==> config.mk <==
export PLATFORM = sky130hd
export DESIGN_NAME = mips_multicycle_control
export DESIGN_NICKNAME = d
export VERILOG_FILES = /design/src/rtl/mips_mc_pkg.sv /design/src/rtl/mips_multicycle_control_if.sv /design/src/rtl/mips_mc_decode.sv /design/src/rtl/mips_multicycle_control.sv
export SDC_FILE = /design/constraint.sdc
export NUM_CORES = 1
export LEC_CHECK = 0
export CAP_MARGIN = 5
export CORE_UTILIZATION = 28
export CTS_BUF_LIST = sky130_fd_sc_hd__clkbuf_8
export CTS_CLUSTER_SIZE = 40
export DETAILED_ROUTE_END_ITERATION = 8
export GPL_ROUTABILITY_DRIVEN = 1
export PLACE_DENSITY_LB_ADDON = 0.15
export SYNTH_ARGS = -nofsm -noshare
export SYNTH_HDL_FRONTEND = slang
export SYNTH_SLANG_ARGS = --single-unit
==> constraint.sdc <==
create_clock -name clk -period 2.5 [get_ports clk]
set_input_delay 0.5 -clock clk [delete_from_list [all_inputs] [get_ports clk]]
set_output_delay 0.5 -clock clk [all_outputs]
set_load 0.005 [all_outputs]
==> src/rtl/mips_mc_pkg.sv <==
// Shared encodings for the multicycle MIPS controller: state codes,
// opcodes and datapath select codes.
package mips_mc_pkg;

    typedef enum logic [3:0] {
        S_FETCH   = 4'd0,
        S_DECODE  = 4'd1,
        S_MEMADR  = 4'd2,
        S_MEMRD   = 4'd3,
        S_MEMWB   = 4'd4,
        S_MEMWR   = 4'd5,
        S_EXECUTE = 4'd6,
        S_ALUWB   = 4'd7,
        S_BRANCH  = 4'd8,
        S_ADDIEX  = 4'd9,
        S_ADDIWB  = 4'd10,
        S_JUMP    = 4'd11
    } state_t;

    localparam logic [5:0] OP_RTYPE = 6'h00;
    localparam logic [5:0] OP_J     = 6'h02;
    localparam logic [5:0] OP_BEQ   = 6'h04;
    localparam logic [5:0] OP_ADDI  = 6'h08;
    localparam logic [5:0] OP_LW    = 6'h23;
    localparam logic [5:0] OP_SW    = 6'h2B;

    localparam logic [1:0] ALU_ADD   = 2'b00;
    localparam logic [1:0] ALU_SUB   = 2'b01;
    localparam logic [1:0] ALU_FUNCT = 2'b10;

    localparam logic [1:0] SRCB_REG   = 2'b00;
    localparam logic [1:0] SRCB_FOUR  = 2'b01;
    localparam logic [1:0] SRCB_IMM   = 2'b10;
    localparam logic [1:0] SRCB_IMMSH = 2'b11;

    localparam logic [1:0] PCSRC_ALU  = 2'b00;
    localparam logic [1:0] PCSRC_OUT  = 2'b01;
    localparam logic [1:0] PCSRC_JUMP = 2'b10;

endpackage

==> src/rtl/mips_multicycle_control_if.sv <==
// Datapath strobe/select bundle produced by the controller decode.
interface mips_multicycle_control_if;
    logic       pc_write;
    logic       pc_write_cond;
    logic       iord;
    logic       mem_read;
    logic       mem_write;
    logic       ir_write;
    logic       mem_to_reg;
    logic       reg_dst;
    logic       reg_write;
    logic       alu_src_a;
    logic [1:0] alu_src_b;
    logic [1:0] alu_op;
    logic [1:0] pc_src;

    modport master (
        output pc_write, pc_write_cond, iord, mem_read, mem_write, ir_write,
               mem_to_reg, reg_dst, reg_write, alu_src_a, alu_src_b, alu_op, pc_src
    );
    modport slave (
        input  pc_write, pc_write_cond, iord, mem_read, mem_write, ir_write,
               mem_to_reg, reg_dst, reg_write, alu_src_a, alu_src_b, alu_op, pc_src
    );
endinterface

==> src/rtl/mips_mc_decode.sv <==
// Moore output decode of the controller state; only FETCH looks at mem_ready.
module mips_mc_decode
    import mips_mc_pkg::*;
(
    input  state_t                           state,
    input  logic                             mem_ready,
    mips_multicycle_control_if.master        ctl
);

    always_comb begin
        ctl.pc_write      = 1'b0;
        ctl.pc_write_cond = 1'b0;
        ctl.iord          = 1'b0;
        ctl.mem_read      = 1'b0;
        ctl.mem_write     = 1'b0;
        ctl.ir_write      = 1'b0;
        ctl.mem_to_reg    = 1'b0;
        ctl.reg_dst       = 1'b0;
        ctl.reg_write     = 1'b0;
        ctl.alu_src_a     = 1'b0;
        ctl.alu_src_b     = SRCB_REG;
        ctl.alu_op        = ALU_ADD;
        ctl.pc_src        = PCSRC_ALU;
        case (state)
            S_FETCH: begin
                ctl.mem_read  = 1'b1;
                ctl.alu_src_b = SRCB_FOUR;
                ctl.ir_write  = mem_ready;
                ctl.pc_write  = mem_ready;
            end
            S_DECODE: ctl.alu_src_b = SRCB_IMMSH;
            S_MEMADR, S_ADDIEX: begin
                ctl.alu_src_a = 1'b1;
                ctl.alu_src_b = SRCB_IMM;
            end
            S_MEMRD: begin
                ctl.mem_read = 1'b1;
                ctl.iord     = 1'b1;
            end
            S_MEMWB: begin
                ctl.reg_write  = 1'b1;
                ctl.mem_to_reg = 1'b1;
            end
            S_MEMWR: begin
                ctl.mem_write = 1'b1;
                ctl.iord      = 1'b1;
            end
            S_EXECUTE: begin
                ctl.alu_src_a = 1'b1;
                ctl.alu_op    = ALU_FUNCT;
            end
            S_ALUWB: begin
                ctl.reg_write = 1'b1;
                ctl.reg_dst   = 1'b1;
            end
            S_BRANCH: begin
                ctl.pc_write_cond = 1'b1;
                ctl.alu_src_a     = 1'b1;
                ctl.alu_op        = ALU_SUB;
                ctl.pc_src        = PCSRC_OUT;
            end
            S_ADDIWB: ctl.reg_write = 1'b1;
            S_JUMP: begin
                ctl.pc_write = 1'b1;
                ctl.pc_src   = PCSRC_JUMP;
            end
            default: ;
        endcase
    end

endmodule

==> src/rtl/mips_multicycle_control.sv <==
// Multicycle MIPS control FSM with retired-instruction counter; output
// decode lives in mips_mc_decode.
module mips_multicycle_control
    import mips_mc_pkg::*;
#(
    parameter int unsigned CNT_W = 32
) (
    input  logic             clk,
    input  logic             reset,
    input  logic [5:0]       opcode,
    input  logic             mem_ready,
    output logic             pc_write,
    output logic             pc_write_cond,
    output logic             iord,
    output logic             mem_read,
    output logic             mem_write,
    output logic             ir_write,
    output logic             mem_to_reg,
    output logic             reg_dst,
    output logic             reg_write,
    output logic             alu_src_a,
    output logic [1:0]       alu_src_b,
    output logic [1:0]       alu_op,
    output logic [1:0]       pc_src,
    output logic [3:0]       state,
    output logic             illegal_op,
    output logic [CNT_W-1:0] retired
);

    state_t           state_q, state_d;
    logic [CNT_W-1:0] retired_q, retired_d;
    logic             retire_inc;
    logic             illegal_dec;

    mips_multicycle_control_if ctl ();

    mips_mc_decode u_decode (
        .state     (state_q),
        .mem_ready (mem_ready),
        .ctl       (ctl)
    );

    always_comb begin
        state_d     = state_q;
        retire_inc  = 1'b0;
        illegal_dec = 1'b0;
        case (state_q)
            S_FETCH:   if (mem_ready) state_d = S_DECODE;
            S_DECODE: begin
                case (opcode)
                    OP_LW, OP_SW: state_d = S_MEMADR;
                    OP_RTYPE:     state_d = S_EXECUTE;
                    OP_BEQ:       state_d = S_BRANCH;
                    OP_ADDI:      state_d = S_ADDIEX;
                    OP_J:         state_d = S_JUMP;
                    default: begin
                        illegal_dec = 1'b1;
                        state_d     = S_FETCH;
                    end
                endcase
            end
            S_MEMADR:  state_d = (opcode == OP_LW) ? S_MEMRD : S_MEMWR;
            S_MEMRD:   if (mem_ready) state_d = S_MEMWB;
            S_MEMWR: begin
                if (mem_ready) begin
                    state_d    = S_FETCH;
                    retire_inc = 1'b1;
                end
            end
            S_EXECUTE: state_d = S_ALUWB;
            S_ADDIEX:  state_d = S_ADDIWB;
            S_MEMWB, S_ALUWB, S_ADDIWB, S_BRANCH, S_JUMP: begin
                state_d    = S_FETCH;
                retire_inc = 1'b1;
            end
            default:   state_d = S_FETCH;
        endcase
        retired_d = retired_q + CNT_W'(retire_inc);
    end

    always_ff @(posedge clk) begin
        if (!reset) begin
            state_q   <= S_FETCH;
            retired_q <= '0;
        end else begin
            state_q   <= state_d;
            retired_q <= retired_d;
        end
    end

    // Architectural write strobes are held off while reset is low, whatever state is held.
    assign pc_write      = ctl.pc_write      & reset;
    assign pc_write_cond = ctl.pc_write_cond & reset;
    assign ir_write      = ctl.ir_write      & reset;
    assign reg_write     = ctl.reg_write     & reset;
    assign mem_write     = ctl.mem_write     & reset;
    assign iord          = ctl.iord;
    assign mem_read      = ctl.mem_read;
    assign mem_to_reg    = ctl.mem_to_reg;
    assign reg_dst       = ctl.reg_dst;
    assign alu_src_a     = ctl.alu_src_a;
    assign alu_src_b     = ctl.alu_src_b;
    assign alu_op        = ctl.alu_op;
    assign pc_src        = ctl.pc_src;
    assign illegal_op    = illegal_dec & reset;
    assign state         = state_q;
    assign retired       = retired_q;

endmodule

== Yosys cells after proc, flatten, opt, wreduce, memory -nomap -nowiden ==
Cells that the tools add are included.
Storage, ports and cells
  word-level logic and storage cells: 62
  register bits after elaboration: 36
  output and inout bits: 53
  input bits: 9
Operators by class
  equality and inequality tests: 19
  add/subtract/negate cells: 1
  mux-type cells: 23
  reductions and logical operators: 11
  bitwise gates (word level): 6
Operators by type and width (count)
  $add 32x1->32: 1
  $pmux 4 s7: 1
  $pmux 4 s5: 1
  $eq 4x3->1 const B: 4
  $eq 4x4->1 const B: 4
  $eq 6x6->1 const B: 2
  $mux 1: 12
  $mux 4: 3
  $eq 4x2->1 const B: 2
  $pmux 2 s2: 2
  $reduce_or 2->1: 4
  $and 1x1->1: 6
  $eq 6x2->1 const B: 1
  $eq 6x3->1 const B: 1
  $eq 6x4->1 const B: 1
  $logic_not 6->1: 1
  $ne 2x2->1 const B: 3
  $pmux 2 s3: 1
  $reduce_or 6->1: 1
  $reduce_or 5->1: 1
  $eq 4x1->1 const B: 1
  $logic_not 4->1: 1
  $pmux 1 s2: 2
  $reduce_or 4->1: 1
  other kinds (3): 3

== Depth between registers and ports, before layout ==
  depth in word-level cells: 5
  gate-level depth with buffers: 13

== By module ==
From an unflattened synthesis, not the netlist that was laid out.
Second synthesis, totals
  cells, all modules: 254
  area total of the unflattened synthesis: 2053.2 um2
Modules (own cells, without submodules)
  mips_multicycle_control: times used 1, seq. area each 720.7 um2, cells each 223, area an instance 1869.3 um2
  mips_mc_decode: times used 1, seq. area each 0.0 um2, cells each 31, area an instance 183.9 um2

== Least setup slack after synthesis ==
No wires, ideal clock.
  kind: register to register
  from: reg state_q[2] (netlist: state[2])
  to: reg retired_q[28] (netlist: retired[28])
  stages on the path, launching flop included: 13
  clock period less this slack: 2.562 ns
  path slack: -0.062 ns
  data arrival time: 2.491 ns
  cells stage by stage: dfxtp_1 clkbuf_1 nand2b_1 o22ai_1 o21a_1 ha_1 ha_1 and3_1 buf_2 nand4_1 buf_2 or4_1 a21oi_1
Between the ends
  longest elaborated chain between the ends: 4
  elaborated cells on any way between the ends: 9
RTL lines
  start, declared: RTL line mips_multicycle_control.sv:30  | state_t state_q, state_d;
  start signal, assigned: RTL line mips_multicycle_control.sv:86  | state_q <= state_d;
  $eq 4x3->1 or $eq 4x4->1 (tied branches): RTL line mips_multicycle_control.sv:47  | case (state_q)
  $reduce_or 5->1: RTL line mips_multicycle_control.sv:47
  $pmux 1 s2 (*): RTL line mips_multicycle_control.sv:47
  $add 32x1->32 (*): RTL line mips_multicycle_control.sv:78  | retired_d = retired_q + CNT_W'(retire_inc);
  end signal, assigned: RTL line mips_multicycle_control.sv:87  | retired_q <= retired_d;
  end, declared: RTL line mips_multicycle_control.sv:31  | logic [CNT_W-1:0] retired_q, retired_d;
Mark *: on every way between the ends. The rest lies on a longest branch, timed or not.
A chain may end at the register's enable or synchronous reset.

== Worst setup path in the final report ==
  from: reg state_q[2] (netlist: state[2])
  to: out pc_write
Between the ends
  longest elaborated chain between the ends: 3
  elaborated cells on any way between the ends: 4
RTL lines
  $eq 4x4->1 or $logic_not 4->1 (tied branches): RTL line mips_mc_decode.sv:24  | case (state)
  $pmux 1 s2 (*): RTL line mips_mc_decode.sv:24
  $and 1x1->1 (*): RTL line mips_multicycle_control.sv:92  | assign pc_write = ctl.pc_write & reset;
  end, declared: RTL line mips_multicycle_control.sv:12  | output logic pc_write,
Marked as above.

==> flow_metrics.tcl <==
set metrics [dict create \
    status "finished clean" \
    drc 0 \
    cp.required_ps 2000 \
    ys_types 42 \
    cp_max_fo 5 \
    setup_viol 0 \
    p_int_w 0.000919 \
    syn_to_final_growth_pct 52.1 \
    via_count 2144 \
    hold_depth 2 \
    cp-end-kind "output pin" \
    syn_inst 243 \
    grt_usage 0.155 \
    dr.first_iter.drc_count 67 \
    yosysTopAreaCell "dfxtp_1" \
    synthesis.nets 254 \
    cts_tree "built" \
    io_buffers 61 \
    grt_pass1_wl_um 9120 \
    rsz0062_at_grt "false" \
    finalWirelength_um 5570 \
    worst_slew_pin_slew_ps 509 \
    n_fill_cell 703 \
    skew_ps 5.22 \
    grt_start_max_net_pins 33 \
    fp.coreArea_sq_mm 0.00683 \
    synthTopCellsByArea "dfxtp_1 36%, o31ai_1 5.6%, a21oi_1 5.5%" \
    grt_pass1_vias 1950 \
    p_seq_frac 0.488 \
    clkTransAtPathRegs_ps 70 \
    slew_viol_final 0 \
    reg2reg_depth 10 \
    hold_viol 0 \
    synthFlopType "dfxtp_1" \
    clkPwrFrac 0.431 \
    switching_power_w 0.000262 \
    ir_worst_vdd_v 0.000182 \
    drive_above_1_share 0.148 \
    final_antenna_net_count 0 \
    ys_seq_area_frac 0.361 \
    worstSetupPathType "flip-flop to output pin" \
    h-tree-depth 2 \
    viasPerCell 5.03 \
    maxCapViolCount 0 \
    ys_seq_elements 36 \
    hold_buffers 0 \
    dp_hpwl_um 4060 \
    multi_input_area_sq_mm 0.00119 \
    die_h_um 86.4 \
    synth_most_common_cell "dfxtp_1" \
    overflow 0 \
    pin_count 62 \
    die_x_um 86.4 \
    ys_warn_count 0 \
    switching_share 0.222 \
    ff_latch_area_sq_um 722 \
    gp_congestion 0.771 \
    placedCellCount 417 \
    dieArea_sq_mm 0.00746 \
    holdWs_ps 489 \
    antenna_found_initial 0 \
    clk-insertion-delay-late_ps 290 \
    synthesis.area_sq_mm 0.00199 \
    synth_top_area_frac 0.361 \
    clockBufferDepth 2 \
    slew_headroom 0.660 \
    numCtsBuffers 5 \
    period_needed_ps 2360 \
    leakage_nw 1.10 \
    final_nets 340 \
    row_count 30 \
    synth-edff-count 0 \
    firstDrtPassIters 4 \
    final.period_utilization 0.944 \
    cts-root-buf "clkbuf_8" \
    yosys-top-cells-count "36 x dfxtp_1, 22 x a21oi_1, 20 x nor2_1" \
    clock.fmax_ghz 0.424 \
    cp.arrival_ps 1860 \
    n_antenna_cell 0 \
    holdCritPathClass "flip-flop to flip-flop" \
    syn_area_per_cell_sq_um 8.21 \
    pwr_density_cell_mw_per_mm2 389 \
    post_drt_wl_per_cell_um 13.1 \
    initial_core_util 0.292 \
    synthArstFlopShare 0 \
    start_kind "flip-flop" \
    combPwrFrac 0.082 \
    stdcell_count 426 \
    cts_num_sinks 36 \
]
## flip-flops by register name (all words and copies together), names as in the netlist
name     cells
state        4
retired     32
## cells in the final DEF (no fill, tap or decap), types with 6 or more instances in the layout
cell,instances
clkdlybuf4s50_1,54
dfxtp_1,35
buf_4,30
a21oi_1,22
nor2_1,20
nand3_1,15
o31ai_1,15
or4_1,13
nand2_1,12
xor2_1,10
nand4_1,9
nor3_1,8
nand2b_1,6
inv_1,6
## worst paths after layout
path	start	to	slack, ps
setup / recovery	state[2]$_SDFFE_PN0P_	pc_write	140
hold / removal	retired[31]$_SDFF_PN0_	retired[31]$_SDFF_PN0_	490
setup reg to reg	state[1]$_SDFFE_PN0P_	retired[22]$_SDFF_PN0_	190
hold reg to reg	retired[31]$_SDFF_PN0_	retired[31]$_SDFF_PN0_	490
## critical path: stages (launching register included)
cell and delay (ps):
dfxtp_1 350, buf_4 160, nor2_1 140, nand3_1 130
nor3_2 200, a21o_1 100, clkdlybuf4s50_1 490
## metrics by stage
step                      area [sq um]  setup WS, ps  utilization  TNS, ps  power, W
after floorplan                   2000          7.82            -        0  0.000621
after global placement            2890          -117        0.422     -856  0.000685
after detailed placement          2890          -153        0.422    -1510  0.000684
after CTS                         3000          31.2        0.440        0   0.00120
after global routing              3030          3.32        0.444        0   0.00123
final                             3030           141        0.444        0   0.00118
## layer usage
metal	track usage	vias up	routed length [um]
li1	-	1091	-
met1	0.204	1004	2730
met2	0.250	44	2550
met3	0.0333	5	207
met4	0.0545	0	78
met5	0	-	0
## layout make-up
class / count / share of cell area
Multi-Input combinational cell: 187 / 0.393
Timing Repair Buffer: 93 / 0.286
Sequential cell: 36 / 0.238
Tap cell: 96 / 0.0396
Clock buffer: 5 / 0.0227
Clock inverter: 3 / 0.0128
Inverter: 6 / 0.00743
## power by group through the flow
stage | sequential, W | clock (W) | combinational, W
floorplan | 0.000589 | 0 | 0.0000321
global placement | 0.000589 | 0 | 0.0000962
detailed placement | 0.000589 | 0 | 0.0000951
CTS | 0.000576 | 0.000527 | 0.0000958
global route | 0.000576 | 0.000549 | 0.000104
finish | 0.000576 | 0.000508 | 0.0000963
## cells by family after synthesis
logic type / synth area share
simple gates: 0.330
compound gates: 0.178
flops: 0.361
buf+inv: 0.0477
xor+xnor: 0.0659
fa+ha+maj: 0.0125
mux: 0.00502
## what timing repair did
action	4_1_cts	5_1_grt
endpoints found under the hold margin	0	0
pin swaps	1	4
setup endpoints to repair	2	10
gates resized for setup	3	11
buffers inserted	1	0
(Power assumes the default switching activity.)
==> RTL edit 1 (config.mk and constraints unchanged) <==
Change the parameter `CNT_W` from 32 to 64.
--- a/src/rtl/mips_multicycle_control.sv
+++ b/src/rtl/mips_multicycle_control.sv
@@ -5,3 +5,3 @@
 #(
-    parameter int unsigned CNT_W = 32
+    parameter int unsigned CNT_W = 64
 ) (
Ports: changed (resized retired); port bits go from 62 to 94. No check against the original RTL was run, so the function may have changed too.
==> RTL edit 1 against the unedited design <==
  * Routed wire length up 84%
  * Die area rose by 75%
  * Final area rose by 78%
  * Count of clock-buffer cells in the layout up 5
  * Critical path type unchanged
  * Area after synthesis is 77% higher
  * Highest routed layer unchanged
  * Combinational power up 23%
  * Total power grew 80%
  * Sequential power increased by 89%
  * Worst setup slack got worse by 0.072 ns
  * Sequential cell count up 32
  * Fmax shrank 3.0%
==> RTL edit 1: results (changes against the unedited design) <==
reg-to-reg setup timing slack=0.07 ns (-0.12 ns); net count after synthesis=446 (+76%); Detailed Routing Iterations Pass 1=4 (unchanged); R2R depth=11 (+1); Total GRT Usage=0.158 (+0.00326); Routed WL=10300 microns (+84%); Via density=4.85 (-3.7%); H-tree levels=3 (+1); Placed Area=4980 sq um (+73%); cell count after placement=723 (+73%); Hold Startpoint=retired[53]$_SDFF_PN0_; Worst VDD drop=0.000232 V (+28%); Critical Path Fanout Max=9 (+4); total CTS buffers=9 (+4); sequential share of the synthesized area=0.385 (+0.0234); DP Wirelength=7490 microns (+84%); status=finished, final reports clean; clock latency on the worst-skew pair=0.34 ns (+0.05 ns); share of cells above drive strength 1=0.194 (+0.0457); gpl congestion=0.763 (-1.1%); fin cells=750 (+76%); Setup Skew=0.0125 ns (+0.00732 ns); drt initial violations=154 (+130%); Critical-path top delay cell=clkdlybuf4s50_1; top cells by count, synth=dfxtp_1 (68), nor2_1 (56), nand2_1 (31); nets@finish=588 (+73%); number of global-route vias before repair=3408 (+75%); crit path DAT=1.93 ns (+0.07 ns); first-pass GRT wire length=16500 microns (+81%); Worst Setup SP=state[1]$_SDFFE_PN0P_; CP peak stage delay=0.57 ns (+0.08 ns); IO Port Bufs=93 (+52%); largest net degree at the start of global routing=45 (+36%); Mean Syn Cell Area=8.13 sq um (-0.89%); sw frac=0.236 (+0.0137); Worst Max-Slew Pin Slew=0.557 ns (+0.0487 ns); Reg-to-Reg Start=state[0]$_SDFFE_PN0P_; Place WS=-0.475 ns (-0.322 ns); Final period util=0.972 (+0.0287); Leakage=1.94 nW (+76%); Area contributors post-synth=dfxtp_1 (38%), nor2_1 (5.9%), xor2_1 (5.9%); max reg flops=64 (+100%)
RTL edit 1: changes by cell type after synthesis, moves of 7 or more:
cell	unedited run	this run
nand3_1	15	24
a21oi_1	22	29
nor3_1	9	17
or3_1	5	22
nor2_1	20	56
xnor2_1	5	13
or4_1	13	6
xor2_1	10	24
o21ai_0	5	25
clkbuf_1	5	14
nand2_1	12	31
o31ai_1	15	7
dfxtp_1	36	68
nand4_1	9	25
RTL edit 1: per-stage QoR:
stage	total power [mW]	setup TNS [ns]
6_report	2.13	0
5_1_grt	2.22	-0.309
4_1_cts	2.15	0
3_5_place_dp	1.22	-14.86
3_3_place_gp	1.23	-14.64
2_1_floorplan	1.16	-0.0698
RTL edit 1: worst paths after layout:
| path | end |
|---|---|
| max | mem_read |
| min | retired[53]$_SDFF_PN0_ |
| max reg2reg | retired[46]$_SDFF_PN0_ |
| min reg2reg | retired[53]$_SDFF_PN0_ |
RTL edit 1: layout make-up:
class                   count  area [sq um]
repair buffers            148          1400
clock inverters             6          65.1
inverters                  10          41.3
clock buffers              10           138
well taps                 168           210
fillers                  1225          6750
flip-flops and latches     68          1370
multi-input cells         340          2190
RTL edit 1: cell families after synthesis:
group | Yosys count | share of synthesized area
compound gates | 74 | 0.118
xor+xnor | 37 | 0.0916
buf+inv | 27 | 0.0297
mux | 1 | 0.00283
simple gates | 226 | 0.366
flops | 68 | 0.385
fa+ha+maj | 2 | 0.00707
RTL edit 1: what timing repair did:
action / CTS / global route
setup endpoints to repair: 23 / 32
setup buffers: 1 / 9
pin swaps: 4 / 13
cloned: 1 / 0
resized for setup: 6 / 34
RTL edit 1: worst max-delay path: cells and delay by family (launching register included):
family	cells	cell delay [ns]
flip-flops	1	0.37
AND/OR/NAND/NOR	2	0.49
buffers and inverters	2	0.74
RTL edit 1: power by group through the flow:
stage	sequential [mW]	combinational (mW)	clock [mW]
2_1_floorplan	1.11	0.0459	0
3_3_place_gp	1.11	0.115	0
3_5_place_dp	1.11	0.114	0
4_1_cts	1.09	0.114	0.955
5_1_grt	1.09	0.129	1.01
6_report	1.09	0.118	0.926
RTL edit 1: routing by layer:
metal  up-vias  global-route usage  part of all wire
met4         0              0.0398            0.0076
li1       1858                   -                 -
met2        80               0.262              0.46
met1      1690               0.205              0.47
met5         -                   0                 0
met3         7              0.0397             0.053
==> RTL edit 2 (same settings) <==
Made on the original files. Reset style: asynchronous (`reset`), changed in one clocked block.
--- a/src/rtl/mips_multicycle_control.sv
+++ b/src/rtl/mips_multicycle_control.sv
@@ -80,3 +80,3 @@
 
-    always_ff @(posedge clk) begin
+    always_ff @(posedge clk or negedge reset) begin
         if (!reset) begin
Check against the original RTL: differs if reset is asserted again (counterexample within 4 cycles, from zero or initial values and one cycle with reset low); with reset held inactive, the same outputs for 10 cycles.
==> RTL edit 2 against the unedited design <==
  * Count of clock-buffer cells in the layout is 1 higher
  * Fmax down 2.7%
  * Final area is 1.6% lower
  * Area after synthesis down 0.94%
  * Sequential cell count did not move
  * Register-to-register slack got worse by 0.05 ns
  * Routed wire length decreased by 15%
  * Core utilization down 0.47 points
  * Die area down 0.91%
  * Worst setup slack worse by 0.065 ns
  * Critical path depth is the same
Power is not compared: it rests on default switching activity, and its combinational part moved more than twofold at a synthesized area within 25%.
==> RTL edit 2: results (changes against the unedited design) <==
status=finished, final reports clean; non-clk buf share=0.268 (-0.0188); crit path DAT=1.92 ns (+0.06 ns); DP Wirelength=3580 microns (-12%); gpl congestion=0.767 (-0.47%); Mapped Cells=201 (-17%); Routed WL=4720 microns (-15%); max reg flops=32 (unchanged); Total GRT Usage=0.136 (-0.0190); H-tree levels=2 (unchanged); Max Root-Sink Buffers=2 (unchanged); Worst Max-Slew Pin Slew=0.397 ns (-0.112 ns); Setup Skew=0.00496 ns (-0.000266 ns); clkbuf count=6 (+1); invs w/o clock=5 (-1); share of cells above drive strength 1=0.163 (+0.0147); largest net degree at the start of global routing=23 (-30%); ys async rst share=1.00 (+1.00); Clk pwr share=0.294; Seq area share=0.302 (+0.0639); first-pass GRT wire length=7870 microns (-14%); net count after synthesis=212 (-17%); via count=1765 (-18%); library cells used by synthesis=37 (-12%); multi-input logic portion of the cell area=0.353 (-0.0405); Critical Path Fanout Max=11 (+6); cell count after placement=373 (-11%); Area contributors post-synth=dfrtp_1 (46%), xnor2_1 (9.8%), xor2_1 (4.4%); total CTS buffers=5 (unchanged); Hold Path Class=in2async; non-clock buffer count=86 (-7.5%); Detailed Routing Iterations Pass 1=4 (unchanged); Seq. pwr=around 0.67 mW; drt initial violations=77 (+15%); clock latency on the worst-skew pair=0.29 ns (about the same); Comb pwr share=0.250; initial antenna violation count=0 (unchanged); post-synthesis compound-gate area fraction=0.0652 (-0.112); multi-input gates=153 (-18%); Via density=4.60 (-8.7%); layout filler cell count=691 (-1.7%); XOR/XNOR Fraction of Synth Area=0.142 (+0.0760); top cells by count, synth=dfrtp_1 (36), xnor2_1 (22), nand3_1 (16), nor2_1 (16), nand2_1 (14); sequential share of the synthesized area=0.456 (+0.0946); chip width=86 microns (-0.46%); clock network area share=0.0314 (-0.00403); nets@finish=298 (-12%); Seq Cell Count=36 (unchanged); mux contribution to synthesized area=0.0101 (+0.00511); Place WS=-0.250 ns (-0.0967 ns); adder-cell share of the synthesized area=0.0127 (+0.000119); post-layout util=0.439 (-0.00473); Placed Area=2840 sq um (-1.7%); IO Port Bufs=61 (unchanged); number of global-route vias before repair=1646 (-16%)
## RTL edit 2: worst paths after layout
check | end | depth (start not counted) | slack (ns) | start
max | reg_write | 6 | 0.08 | state[3]$_DFFE_PN0P_
min | state[0]$_DFFE_PN0P_ | 2 | 0.26 | reset
max reg2reg | retired[24]$_DFF_PN0_ | 10 | 0.14 | state[1]$_DFFE_PN0P_
min reg2reg | retired[31]$_DFF_PN0_ | 1 | 0.46 | retired[31]$_DFF_PN0_
max in group asynchronous | retired[5]$_DFF_PN0_ | 2 | 1.97 | reset
min in group clk | retired[31]$_DFF_PN0_ | 1 | 0.46 | retired[31]$_DFF_PN0_
## RTL edit 2: what timing repair did
action                                  4_1_cts  5_1_grt
gates resized for setup                       2       10
hold buffers                                  0        0
pin swaps                                     0        2
endpoints found under the setup margin        2        8
buffers inserted                              0        3
## RTL edit 2: per-layer routing
layer / track usage / part of all wire
met3: 0.0279 / 0.036
met5: 0 / 0
met1: 0.185 / 0.50
met4: 0.0455 / 0.014
met2: 0.215 / 0.45
